<file path="src/rtl/axis_mem_responder_pkg.sv">
// -----------------------------------------------------------------------------
// axis_mem_responder_pkg
// Shared definitions for the memory-side request responder:
//   - channel_update_t : header carried in bits [54:0] of a tuser=1 request beat
//   - header bit-field positions and widths
//   - FSM state encoding
//   - decode_header()  : extracts a channel_update_t from raw header bits
// -----------------------------------------------------------------------------
package axis_mem_responder_pkg;

    localparam int HDR_W        = 55;
    localparam int HDR_FIELD_W  = 27;
    localparam int HDR_ADDR_LSB = 28;
    localparam int HDR_LEN_LSB  = 1;
    localparam int HDR_WEN_BIT  = 0;

    typedef struct packed {
        logic [HDR_FIELD_W-1:0] addr;
        logic [HDR_FIELD_W-1:0] stream_length;
        logic                   wen;
    } channel_update_t;

    typedef enum logic [1:0] {
        ST_IDLE  = 2'd0,
        ST_WRITE = 2'd1,
        ST_READ  = 2'd2
    } state_t;

    function automatic channel_update_t decode_header(input logic [HDR_W-1:0] bits);
        channel_update_t hdr;
        hdr.addr          = bits[HDR_ADDR_LSB +: HDR_FIELD_W];
        hdr.stream_length = bits[HDR_LEN_LSB  +: HDR_FIELD_W];
        hdr.wen           = bits[HDR_WEN_BIT];
        return hdr;
    endfunction

endpackage

</file>
<file path="src/rtl/axis_mem_responder_resp_fifo.sv">
// -----------------------------------------------------------------------------
// resp_fifo
// Synchronous single-clock FIFO holding read-response beats.
// Head data is presented combinationally on o_dout while o_empty is low.
// A push and a pop in the same cycle on a full FIFO are both honoured.
// Ports:
//   i_clk, i_rst      clock, synchronous active-high reset (empties the FIFO)
//   i_push, i_din     write a beat
//   i_pop             remove the head beat
//   o_dout            head beat
//   o_full, o_empty   occupancy flags
//   o_count           number of stored beats (0..DEPTH)
// -----------------------------------------------------------------------------
module resp_fifo #(
    parameter int WIDTH = 128,
    parameter int DEPTH = 8
) (
    input  logic                     i_clk,
    input  logic                     i_rst,
    input  logic                     i_push,
    input  logic                     i_pop,
    input  logic [WIDTH-1:0]         i_din,
    output logic [WIDTH-1:0]         o_dout,
    output logic                     o_full,
    output logic                     o_empty,
    output logic [$clog2(DEPTH):0]   o_count
);

    localparam int AW = $clog2(DEPTH);

    logic [WIDTH-1:0] r_mem [DEPTH];
    logic [AW-1:0]    r_wr_ptr;
    logic [AW-1:0]    r_rd_ptr;
    logic [AW:0]      r_count;
    logic             w_do_push;
    logic             w_do_pop;

    assign o_empty   = (r_count == {(AW+1){1'b0}});
    assign o_full    = (r_count == (AW+1)'(DEPTH));
    assign w_do_pop  = i_pop & ~o_empty;
    // A full FIFO may still accept a beat when the head leaves in the same cycle.
    assign w_do_push = i_push & (~o_full | w_do_pop);
    assign o_dout    = r_mem[r_rd_ptr];
    assign o_count   = r_count;

    // Storage array write port (no reset needed on data)
    always_ff @(posedge i_clk) begin
        if (w_do_push) begin
            r_mem[r_wr_ptr] <= i_din;
        end
    end

    // Pointer and occupancy bookkeeping
    always_ff @(posedge i_clk) begin
        if (i_rst) begin
            r_wr_ptr <= {AW{1'b0}};
            r_rd_ptr <= {AW{1'b0}};
            r_count  <= {(AW+1){1'b0}};
        end else begin
            if (w_do_push) begin
                r_wr_ptr <= r_wr_ptr + 1'b1;
            end
            if (w_do_pop) begin
                r_rd_ptr <= r_rd_ptr + 1'b1;
            end
            case ({w_do_push, w_do_pop})
                2'b10:   r_count <= r_count + 1'b1;
                2'b01:   r_count <= r_count - 1'b1;
                default: r_count <= r_count;
            endcase
        end
    end

endmodule

</file>
<file path="src/rtl/axis_mem_responder.sv">
// -----------------------------------------------------------------------------
// axis_mem_responder
// Memory-side terminus of the processor request stream. A tuser=1 request
// beat carries a channel_update header (addr, stream_length, wen); write
// bursts pass data beats straight through to the memory port, read bursts
// issue credit-limited commands whose data returns through resp_fifo as
// untagged 128-bit response beats.
// Optional build macro: AXIS_MEM_RESPONDER_STATS_EN enables the 32-bit
// stat_reads / stat_writes command counters (tied to zero otherwise).
// Ports:
//   clk_in, rst_in                 clock, synchronous active-high reset
//   req_axis_*                     request stream (data/tuser/valid/ready)
//   resp_axis_*                    response stream (tuser always 0)
//   mem_addr/wdata/wen/valid/ready in-order word command port
//   mem_rdata/mem_rvalid           in-order, non-stallable read return
//   stat_reads/stat_writes         accepted command counters
//   proto_err                      sticky protocol-error flag
// -----------------------------------------------------------------------------
module axis_mem_responder
    import axis_mem_responder_pkg::*;
#(
    parameter int ADDR_W     = 27,
    parameter int DATA_W     = 128,
    parameter int RESP_DEPTH = 8
) (
    input  logic              clk_in,
    input  logic              rst_in,
    input  logic [DATA_W-1:0] req_axis_data,
    input  logic              req_axis_tuser,
    input  logic              req_axis_valid,
    output logic              req_axis_ready,
    output logic [DATA_W-1:0] resp_axis_data,
    output logic              resp_axis_tuser,
    output logic              resp_axis_valid,
    input  logic              resp_axis_ready,
    output logic [ADDR_W-1:0] mem_addr,
    output logic [DATA_W-1:0] mem_wdata,
    output logic              mem_wen,
    output logic              mem_valid,
    input  logic              mem_ready,
    input  logic [DATA_W-1:0] mem_rdata,
    input  logic              mem_rvalid,
    output logic [31:0]       stat_reads,
    output logic [31:0]       stat_writes,
    output logic              proto_err
);

    localparam int CW = $clog2(RESP_DEPTH) + 1;

    state_t                 r_state, w_state_nxt;
    logic [ADDR_W-1:0]      r_cur, w_cur_nxt;
    logic [HDR_FIELD_W-1:0] r_rem, w_rem_nxt;
    logic [CW-1:0]          r_credits, w_credits_nxt;
    logic                   r_proto_err, w_proto_err_nxt;
    channel_update_t        w_hdr;
    logic                   w_req_ready, w_mem_valid, w_mem_wen;
    logic [DATA_W-1:0]      w_mem_wdata;
    logic                   w_issue, w_pop, w_rd_stray;
    logic                   w_fifo_full, w_fifo_empty;
    logic [CW-1:0]          w_fifo_count;

    // Handshake outputs are forced low while reset is held.
    assign req_axis_ready  = w_req_ready & ~rst_in;
    assign mem_valid       = w_mem_valid & ~rst_in;
    assign mem_wen         = w_mem_wen;
    assign mem_wdata       = w_mem_wdata;
    assign mem_addr        = r_cur;
    assign proto_err       = r_proto_err;
    assign resp_axis_tuser = 1'b0;
    assign resp_axis_valid = ~w_fifo_empty;
    assign w_pop           = resp_axis_valid & resp_axis_ready;
    assign w_issue         = mem_valid & mem_ready & ~mem_wen;

    // Read data with nothing outstanding (or no room) indicates a broken memory side.
    assign w_rd_stray = mem_rvalid &
        ((((CW+1)'(w_fifo_count) + (CW+1)'(r_credits)) == (CW+1)'(RESP_DEPTH)) |
         (w_fifo_full & ~w_pop));

    // FSM next-state, burst datapath and memory-port outputs
    always_comb begin
        w_state_nxt     = r_state;
        w_cur_nxt       = r_cur;
        w_rem_nxt       = r_rem;
        w_proto_err_nxt = r_proto_err | w_rd_stray;
        w_req_ready     = 1'b0;
        w_mem_valid     = 1'b0;
        w_mem_wen       = 1'b0;
        w_mem_wdata     = {DATA_W{1'b0}};
        w_hdr           = decode_header(req_axis_data[HDR_W-1:0]);
        case (r_state)
            ST_IDLE: begin
                w_req_ready = 1'b1;
                if (req_axis_valid && req_axis_tuser) begin
                    w_cur_nxt = ADDR_W'(w_hdr.addr);
                    w_rem_nxt = w_hdr.stream_length;
                    if (w_hdr.stream_length == {HDR_FIELD_W{1'b0}}) begin
                        w_state_nxt = ST_IDLE;
                    end else begin
                        w_state_nxt = w_hdr.wen ? ST_WRITE : ST_READ;
                    end
                end else if (req_axis_valid) begin
                    w_proto_err_nxt = 1'b1;
                end else begin
                    w_state_nxt = ST_IDLE;
                end
            end
            ST_WRITE: begin
                // Data beats are forwarded in the same cycle they are accepted.
                w_req_ready = mem_ready;
                w_mem_wen   = 1'b1;
                w_mem_wdata = req_axis_data;
                w_mem_valid = req_axis_valid & ~req_axis_tuser;
                if (req_axis_valid && mem_ready && req_axis_tuser) begin
                    // Early header aborts the burst and starts the new one.
                    w_proto_err_nxt = 1'b1;
                    w_cur_nxt       = ADDR_W'(w_hdr.addr);
                    w_rem_nxt       = w_hdr.stream_length;
                    if (w_hdr.stream_length == {HDR_FIELD_W{1'b0}}) begin
                        w_state_nxt = ST_IDLE;
                    end else begin
                        w_state_nxt = w_hdr.wen ? ST_WRITE : ST_READ;
                    end
                end else if (req_axis_valid && mem_ready) begin
                    w_cur_nxt = r_cur + 1'b1;
                    w_rem_nxt = r_rem - 1'b1;
                    if (r_rem == {{(HDR_FIELD_W-1){1'b0}}, 1'b1}) begin
                        w_state_nxt = ST_IDLE;
                    end else begin
                        w_state_nxt = ST_WRITE;
                    end
                end else begin
                    w_state_nxt = ST_WRITE;
                end
            end
            ST_READ: begin
                w_mem_valid = (r_credits != {CW{1'b0}}) & (r_rem != {HDR_FIELD_W{1'b0}});
                if (w_mem_valid && mem_ready) begin
                    w_cur_nxt = r_cur + 1'b1;
                    w_rem_nxt = r_rem - 1'b1;
                    if (r_rem == {{(HDR_FIELD_W-1){1'b0}}, 1'b1}) begin
                        w_state_nxt = ST_IDLE;
                    end else begin
                        w_state_nxt = ST_READ;
                    end
                end else begin
                    w_state_nxt = ST_READ;
                end
            end
            default: begin
                w_state_nxt = ST_IDLE;
            end
        endcase
    end

    // Credit accounting: a read issue consumes one, a response pop returns one
    always_comb begin
        w_credits_nxt = r_credits;
        case ({w_issue, w_pop})
            2'b10: w_credits_nxt = r_credits - 1'b1;
            2'b01: begin
                if (r_credits < CW'(RESP_DEPTH)) begin
                    w_credits_nxt = r_credits + 1'b1;
                end else begin
                    w_credits_nxt = r_credits;
                end
            end
            default: w_credits_nxt = r_credits;
        endcase
    end

    // FSM state, burst pointers, credits and sticky error flag
    always_ff @(posedge clk_in) begin
        if (rst_in) begin
            r_state     <= ST_IDLE;
            r_cur       <= {ADDR_W{1'b0}};
            r_rem       <= {HDR_FIELD_W{1'b0}};
            r_credits   <= CW'(RESP_DEPTH);
            r_proto_err <= 1'b0;
        end else begin
            r_state     <= w_state_nxt;
            r_cur       <= w_cur_nxt;
            r_rem       <= w_rem_nxt;
            r_credits   <= w_credits_nxt;
            r_proto_err <= w_proto_err_nxt;
        end
    end

    resp_fifo #(
        .WIDTH (DATA_W),
        .DEPTH (RESP_DEPTH)
    ) u_resp_fifo (
        .i_clk   (clk_in),
        .i_rst   (rst_in),
        .i_push  (mem_rvalid),
        .i_pop   (w_pop),
        .i_din   (mem_rdata),
        .o_dout  (resp_axis_data),
        .o_full  (w_fifo_full),
        .o_empty (w_fifo_empty),
        .o_count (w_fifo_count)
    );

`ifdef AXIS_MEM_RESPONDER_STATS_EN
    logic [31:0] r_stat_reads;
    logic [31:0] r_stat_writes;

    // Accepted read/write command counters, wrapping at 2^32
    always_ff @(posedge clk_in) begin
        if (rst_in) begin
            r_stat_reads  <= 32'd0;
            r_stat_writes <= 32'd0;
        end else begin
            if (mem_valid && mem_ready && !mem_wen) begin
                r_stat_reads <= r_stat_reads + 32'd1;
            end
            if (mem_valid && mem_ready && mem_wen) begin
                r_stat_writes <= r_stat_writes + 32'd1;
            end
        end
    end

    assign stat_reads  = r_stat_reads;
    assign stat_writes = r_stat_writes;
`else
    assign stat_reads  = 32'd0;
    assign stat_writes = 32'd0;
`endif

endmodule

</file>
<file path="config.mk">
export PLATFORM = sky130hd
export DESIGN_NAME = axis_mem_responder
export DESIGN_NICKNAME = d
export VERILOG_FILES = /design/src/rtl/axis_mem_responder_pkg.sv /design/src/rtl/axis_mem_responder_resp_fifo.sv /design/src/rtl/axis_mem_responder.sv
export SDC_FILE = /design/constraint.sdc
export NUM_CORES = 1
export LEC_CHECK = 0
export CORE_MARGIN = 2
export CORE_UTILIZATION = 50
export DETAILED_ROUTE_END_ITERATION = 16
export DONT_BUFFER_PORTS = 1
export PLACE_DENSITY = 0.68
export SLEW_MARGIN = 20
export SYNTH_ARGS = -nofsm -noshare
export SYNTH_HDL_FRONTEND = slang
export SYNTH_SLANG_ARGS = --single-unit
</file>
<file path="constraint.sdc">
create_clock -name clk_in -period 12.9 [get_ports clk_in]
set_clock_uncertainty 0.15 [all_clocks]
set_input_delay 2.58 -clock clk_in [delete_from_list [all_inputs] [get_ports clk_in]]
set_output_delay 2.58 -clock clk_in [all_outputs]
set_load 0.1 [all_outputs]
</file>
==> results of run 1 <==
-- routing by layer --
metal,routed length [um],up-vias
met2,51100,870
met1,36600,11531
met3,8600,198
met4,3590,0
li1,-,9534
met5,0,-
-- area by class of cell --
cell class / count / area, um^2
inverters: 33 / 124
diodes: 5 / 12.5
flip-flops and latches: 1098 / 32200
well taps: 1165 / 1460
fillers: 6546 / 39100
clock buffers: 135 / 2860
clock inverters: 61 / 623
multi-input cells: 1085 / 11900
repair buffers: 48 / 389
-- cells by family after synthesis --
logic type | count (synthesis)
buf+inv | 233
flops | 1098
mux | 389
simple gates | 372
compound gates | 222
fa+ha+maj | 23
other cells | 1
xor+xnor | 14
-- worst paths after layout --
| check | startpoint | end | cells after the start | slack, ns |
|---|---|---|---|---|
| worst min-delay path | u_resp_fifo.r_rd_ptr[1] | flop | 2 | 0.32 |
| worst max register to register | u_resp_fifo.o_count[0] | u_resp_fifo.o_count[3] | 10 | 9.14 |
| worst min register to register | u_resp_fifo.r_rd_ptr[1] | flop | 2 | 0.32 |
| worst max-delay path | flop | resp_axis_data[32] | 4 | 5.91 |
-- stage by stage --
stage	utilization, %	area, um^2	hold slack [ns]	power, mW	cells
5_1_grt	55.9	49600	0.365	10.2	3630
4_1_cts	55.9	49500	0.328	9.98	3625
2_1_floorplan	-	45100	0.303	6.65	2416
3_5_place_dp	51.9	46000	0.318	6.93	3429
3_3_place_gp	51.9	46000	0.313	6.90	3429
6_report	55.9	49600	0.325	9.87	3630
-- cell usage in the layout (no fill, tap or decap), drive strengths merged, types with 6 or more instances in the layout --
cell,synthesis,final
ha,20,20
a32oi,15,15
clkinv,1,48
mux2,129,129
edfxtp,1024,1024
and2,134,134
nand2b,7,7
dfxtp,74,74
clkbuf,88,135
a21oi,68,68
o21ai,16,16
conb,1,65
xor2,10,10
or4,8,8
o32ai,22,22
nand3,17,17
a211oi,16,16
mux4,256,256
a22oi,13,13
nor2,51,51
inv,32,36
a31oi,10,10
o22ai,6,6
nand4,13,13
buf,112,48
bufinv,0,9
nor3,36,36
nand2,50,50
nor4,23,23
and3,7,7
a32o,11,11
-- where the power goes --
group | switching (mW) | total (mW) | internal (mW) | leakage (nW)
sequential | 0.165 | 4.20 | 4.03 | 9.91
combinational | 1.96 | 2.63 | 0.671 | 3.91
clock | 1.29 | 3.05 | 1.76 | 1.70
total | 3.42 | 9.87 | 6.46 | 15.5
-- registers in the layout, indices dropped and copies added (netlist names), named ones only --
register              cells
proto_err                 1
r_credits                 4
u_resp_fifo.r_mem      1024
r_state                   2
u_resp_fifo.r_rd_ptr      3
r_rem                    27
u_resp_fifo.r_wr_ptr      3
u_resp_fifo.o_count       4
mem_addr                 27
-- worst max-delay path: stages, from the launching register on --
cell and delay, ns:
dfxtp_4 0.75, buf_4 0.77, buf_4 0.86, mux4_2 0.60
mux2_2 0.51
==> results.txt, run 1 <==
Critical path endpoint category = primary output
Status = finished, final reports clean
Largest cells by area after synthesis = edfxtp_1 68%, mux4_2 13%, dfxtp_1 3.3%
Most used DFF post-synth = edfxtp_1
CTS Buf Count = 109
Drt first pass iters = 5
GR Util met3 = 6.93%
Worst-skew pair later-pin latency = 0.69 ns
Row count = 109
GR met2 Demand/Resource = 37.2%
Critical Path Fanout Max = 48
Slew Limit Fails = 0
Hold-fix buffers, CTS = 0
Post-Route WL = 99.8 mm
Drt initial violations = 1,606
Chip Width = 304 um
CTS H-tree depth = 3
Leak = 15.5 nW
Most frequent cell after synthesis = edfxtp_1
Post-synthesis cell area = 0.0449 mm^2
Yosys top cell by area = edfxtp_1
Synth top area share = 68.5%
Crit path launch type = flop
Share of layout cells above drive strength 1 = 25.7%
Vias = 22,133
Asr flop ratio synth = 0%
Crit path kind = reg -> out
Slew margin rel. = 20.1%
Post-cts repair resize count = 0
Max IR drop VDD = 139 uV
Fin crit period = 6.99 ns
Worst EP arrival = 4.26 ns
Die ar. = 0.0922 mm^2
Worst Path Required = 10.17 ns
Antenna viol nets, final = 0
DR DRC count = 0
HPWL Detailed = 57.3 mm
Fin Setup TNS = 0 ns
Post-Synth XOR/XNOR Area = 0.273%
Vias in the first global route = 22,787
Synth Area in Simple Gates = 4.73%
Sinks on Clock Net = 1,098
Core area = 0.0886 mm^2
Post-synthesis register bit count = 1,098
F_max = 143 MHz
Clk slew on worst S/H paths = 0.06 ns
Max cap viols = 0
Number of vias per cell = 6.10
Final setup margin = 5.91 ns
Adder-Cell Fraction of Synth Area = 0.691%
Clk buf depth = 3
I/O Pins = 616
Area Growth Syn to Fin = 10.4%
Top Usage Layer GRT = met2
CTS tree = done
Initial antenna violation count = 12
Combinational family with the most area after synthesis = multiplexers
Die height = 304 um
GR Overflow Total = 0
Largest net degree at the start of global routing = 165
Worst slew pin tran = 1.21 ns
DR WL/cell = 27.5 um
Mean post-synth cell area = 19.1 um^2
Port bufs = 0
Compound-Gate Fraction of Synth Area = 3.71%
Post-Place Worst Slack = 6.44 ns
Initial Util = 50.7%
RSZ-0062 raised after global routing = false
Syn Inst Count = 2,352
Post-synth top cells = 1,024 x edfxtp_1, 256 x mux4_2, 134 x and2_1
Post-synth EDFFs = 1,024
Fin nets = 2,661
Hold Crit Class = reg -> reg
Period utilization = 54.2%
Seq/Total Area, Yosys = 71.8%
Final Hold Viols = 0
Synth cell types = 82
GR Util met1 = 25.0%
Final Wtd Congestion = 0.878
PwrDens = 199 mW/mm^2
Mux share of post-synthesis cell area = 16.2%
Warnings from Yosys = 0
Global-route wire length before repair = 148 mm
Setup bufs post-CTS = 0
Clk Tree Root Cell = clkbuf_16
Tot GR Track Use = 21.5%
Final setup violation count = 0
Power figures use the tool's default switching activity.
==> run 2: changes to the inputs <==
Settings changed: ABC_AREA from default to 1, PLACE_DENSITY 0.68 to default.
Clock period 12.9 ns to 6.6 ns, I/O delays scaled along.
==> results.txt, run 2 <==
Status = finished, final reports clean
PwrDens = 459 mW/mm^2
Post-cts repair resize count = 0
Crit path capture = resp_axis_data[5]
Post-synth EDFFs = 1,024
Chip Width = 307 um
Clk Tree Root Cell = clkbuf_16
Seq/Total Area, Yosys = 70.0%
Synth top area share = 66.8%
Clock Power Share = 25.5%
Adder-Cell Fraction of Synth Area = 0.674%
Total Power = 24.0 mW
Vias in the first global route = 28,994
Worst-path cell chain = clkinv_8 -> buf_4 -> o21ai_0 -> o22ai_1 -> nor2_1 -> a31oi_2 -> buf_4
I/O Pins = 616
Share of layout cells above drive strength 1 = 11.6%
Row count = 111
Sequential share of power = 34.7%
Largest register FFs = 1,024
Compound-Gate Fraction of Synth Area = 11.6%
Tot GR Track Use = 25.6%
Sinks on Clock Net = 1,098
Placed Area = 0.0487 mm^2
Combinational family with the most area after synthesis = simple AND/OR/NAND/NOR gates
Post-synthesis cell area = 0.0460 mm^2
Clk buf depth = 3
Antenna viol nets, final = 0
GR Overflow Total = 0
Max cap viols = 0
Yosys top cell by area = edfxtp_1
Hold Crit Class = reg -> reg
Core area = 0.0914 mm^2
Fin crit period = 5.17 ns
Crit path launch type = flop
Most used cell, CP = buf_4
DR DRC count = 0
Final setup violation count = 0
Global-route wire length before repair = 182 mm
Fin Setup TNS = 0 ns
Commonest non-fill, non-tap cell in the layout = edfxtp_1
CTS tree = done
Worst path top cell family by delay = buffers and inverters
Drt first pass iters = 8
Initial Util = 50.4%
Port bufs = 0
Post-synth top cells = 1,024 x edfxtp_1, 1,022 x nor2_1, 594 x o21ai_0
Switching Fraction = 43.8%
R2R cell count = 9
CTS H-tree depth = 3
Post-synthesis register bit count = 1,098
Critical path endpoint category = primary output
Post-Route WL = 124 mm
Number of vias per cell = 5.66
RR Endpoint = u_resp_fifo.r_mem[3][9]
Clk slew on worst S/H paths = 0.06 ns
Combinational Power Share = 39.9%
Worst R2R Start = u_resp_fifo.o_count[1]
Worst slew pin tran = 1.24 ns
Most flops, register = u_resp_fifo.r_mem
Drt initial violations = 2,400
Reg-to-reg slack, setup = 2.36 ns
Largest net degree at the start of global routing = 208
Vias = 30,668
Fin area = 0.0523 mm^2
Crit path kind = reg -> out
Internal power = 13.5 mW
Post-Synth XOR/XNOR Area = 0.285%
Synth Area in Simple Gates = 12.2%
Most used DFF post-synth = edfxtp_1
Synth cell types = 45
Final Wtd Congestion = 0.939
Syn Inst Count = 4,100
Max IR drop VDD = 503 uV
CP max stage delay = 0.79 ns
Setup bufs post-CTS = 0
Asr flop ratio synth = 0%
HPWL Detailed = 68.8 mm
Switching power = 10.5 mW
Period utilization = 78.3%
Buffers & Inverters on Critical Path = 3
F_max = 194 MHz
Area Growth Syn to Fin = 13.6%
Warnings from Yosys = 0
Leak = 18.6 nW
RSZ-0062 raised after global routing = false
Slew Limit Fails = 0
Die height = 307 um
Final Core Density = 57.2%
Commonest cells after routing, fill and taps aside = 1,024 x edfxtp_1, 1,013 x nor2_1, 594 x o21ai_0, 317 x nand2_1, 231 x inv_1
Worst EP arrival = 3.70 ns
Most frequent cell after synthesis = edfxtp_1
CP Depth = 7
Final Hold Viols = 0
CTS Buf Count = 112
Critical Path Fanout Max = 201
Mean post-synth cell area = 11.2 um^2
Worst Path Required = 5.13 ns
Hold-fix buffers, CTS = 0
DR WL/cell = 22.8 um
Mux share of post-synthesis cell area = 0%
Slowest-stage cell, CP = dfxtp_4
Worst-skew pair later-pin latency = 0.70 ns
Initial antenna violation count = 2
Slew margin rel. = 17.5%
Die ar. = 0.0945 mm^2
Fin nets = 4,426
Largest cells by area after synthesis = edfxtp_1 67%, nor2_1 8.3%, o21ai_0 6.5%
-- run 2: logic make-up (layout without fill, tap and decap cells) --
logic type,after synthesis,in the layout
buf+inv,547,616
flops,1098,1098
other cells,1,69
compound gates,977,977
simple gates,1439,1439
xor+xnor,15,15
fa+ha+maj,23,23
-- run 2: power by group through the flow --
stage,Combinational (mW),Sequential (mW),Clock (mW)
2_1_floorplan,7.30,8.44,0
3_5_place_dp,9.61,8.46,0
6_report,9.57,8.32,6.12
5_1_grt,10.1,8.35,6.49
4_1_cts,9.63,8.32,6.23
3_3_place_gp,9.56,8.46,0
-- run 2: how the worst min path moves through the flow --
| stage | startpoint | end | slack, ns | cells after the start |
|---|---|---|---|---|
| after floorplan | u_resp_fifo.r_rd_ptr[2] | flop | 0.26 | 1 |
| after global placement | u_resp_fifo.r_rd_ptr[2] | flop | 0.28 | 1 |
| after detailed placement | u_resp_fifo.r_rd_ptr[2] | flop | 0.28 | 1 |
| after CTS | u_resp_fifo.r_rd_ptr[2] | u_resp_fifo.r_rd_ptr[2] | 0.30 | 1 |
| after global routing | u_resp_fifo.r_rd_ptr[2] | flop | 0.33 | 1 |
| final | u_resp_fifo.r_rd_ptr[2] | u_resp_fifo.r_rd_ptr[2] | 0.30 | 1 |
-- run 2: metrics by stage --
step           hold WS (ns)  cells  worst slack [ns]
4_1_cts               0.302   5419              1.34
2_1_floorplan         0.262   4164             -1.39
6_report              0.296   5423              1.43
5_1_grt               0.334   5423              1.11
3_3_place_gp          0.277   5211              2.08
3_5_place_dp          0.282   5212              2.08
-- run 2: cell type report --
class	count	area [um^2]
Antenna cell	4	10.0
Clock buffer	144	3010
Clock inverter	63	556
Fill cell	7517	39100
Inverter	238	921
Multi-Input combinational cell	2519	12600
Sequential cell	1098	32200
Tap cell	1186	1480
Timing Repair Buffer	171	1500
-- run 2: routing by layer --
| metal | GRT usage, % | routed length, um |
|---|---|---|
| met1 | 30.7 | 47800 |
| met2 | 43.0 | 60800 |
| met3 | 7.22 | 9440 |
| met4 | 11.5 | 5560 |
| met5 | 0 | 0 |
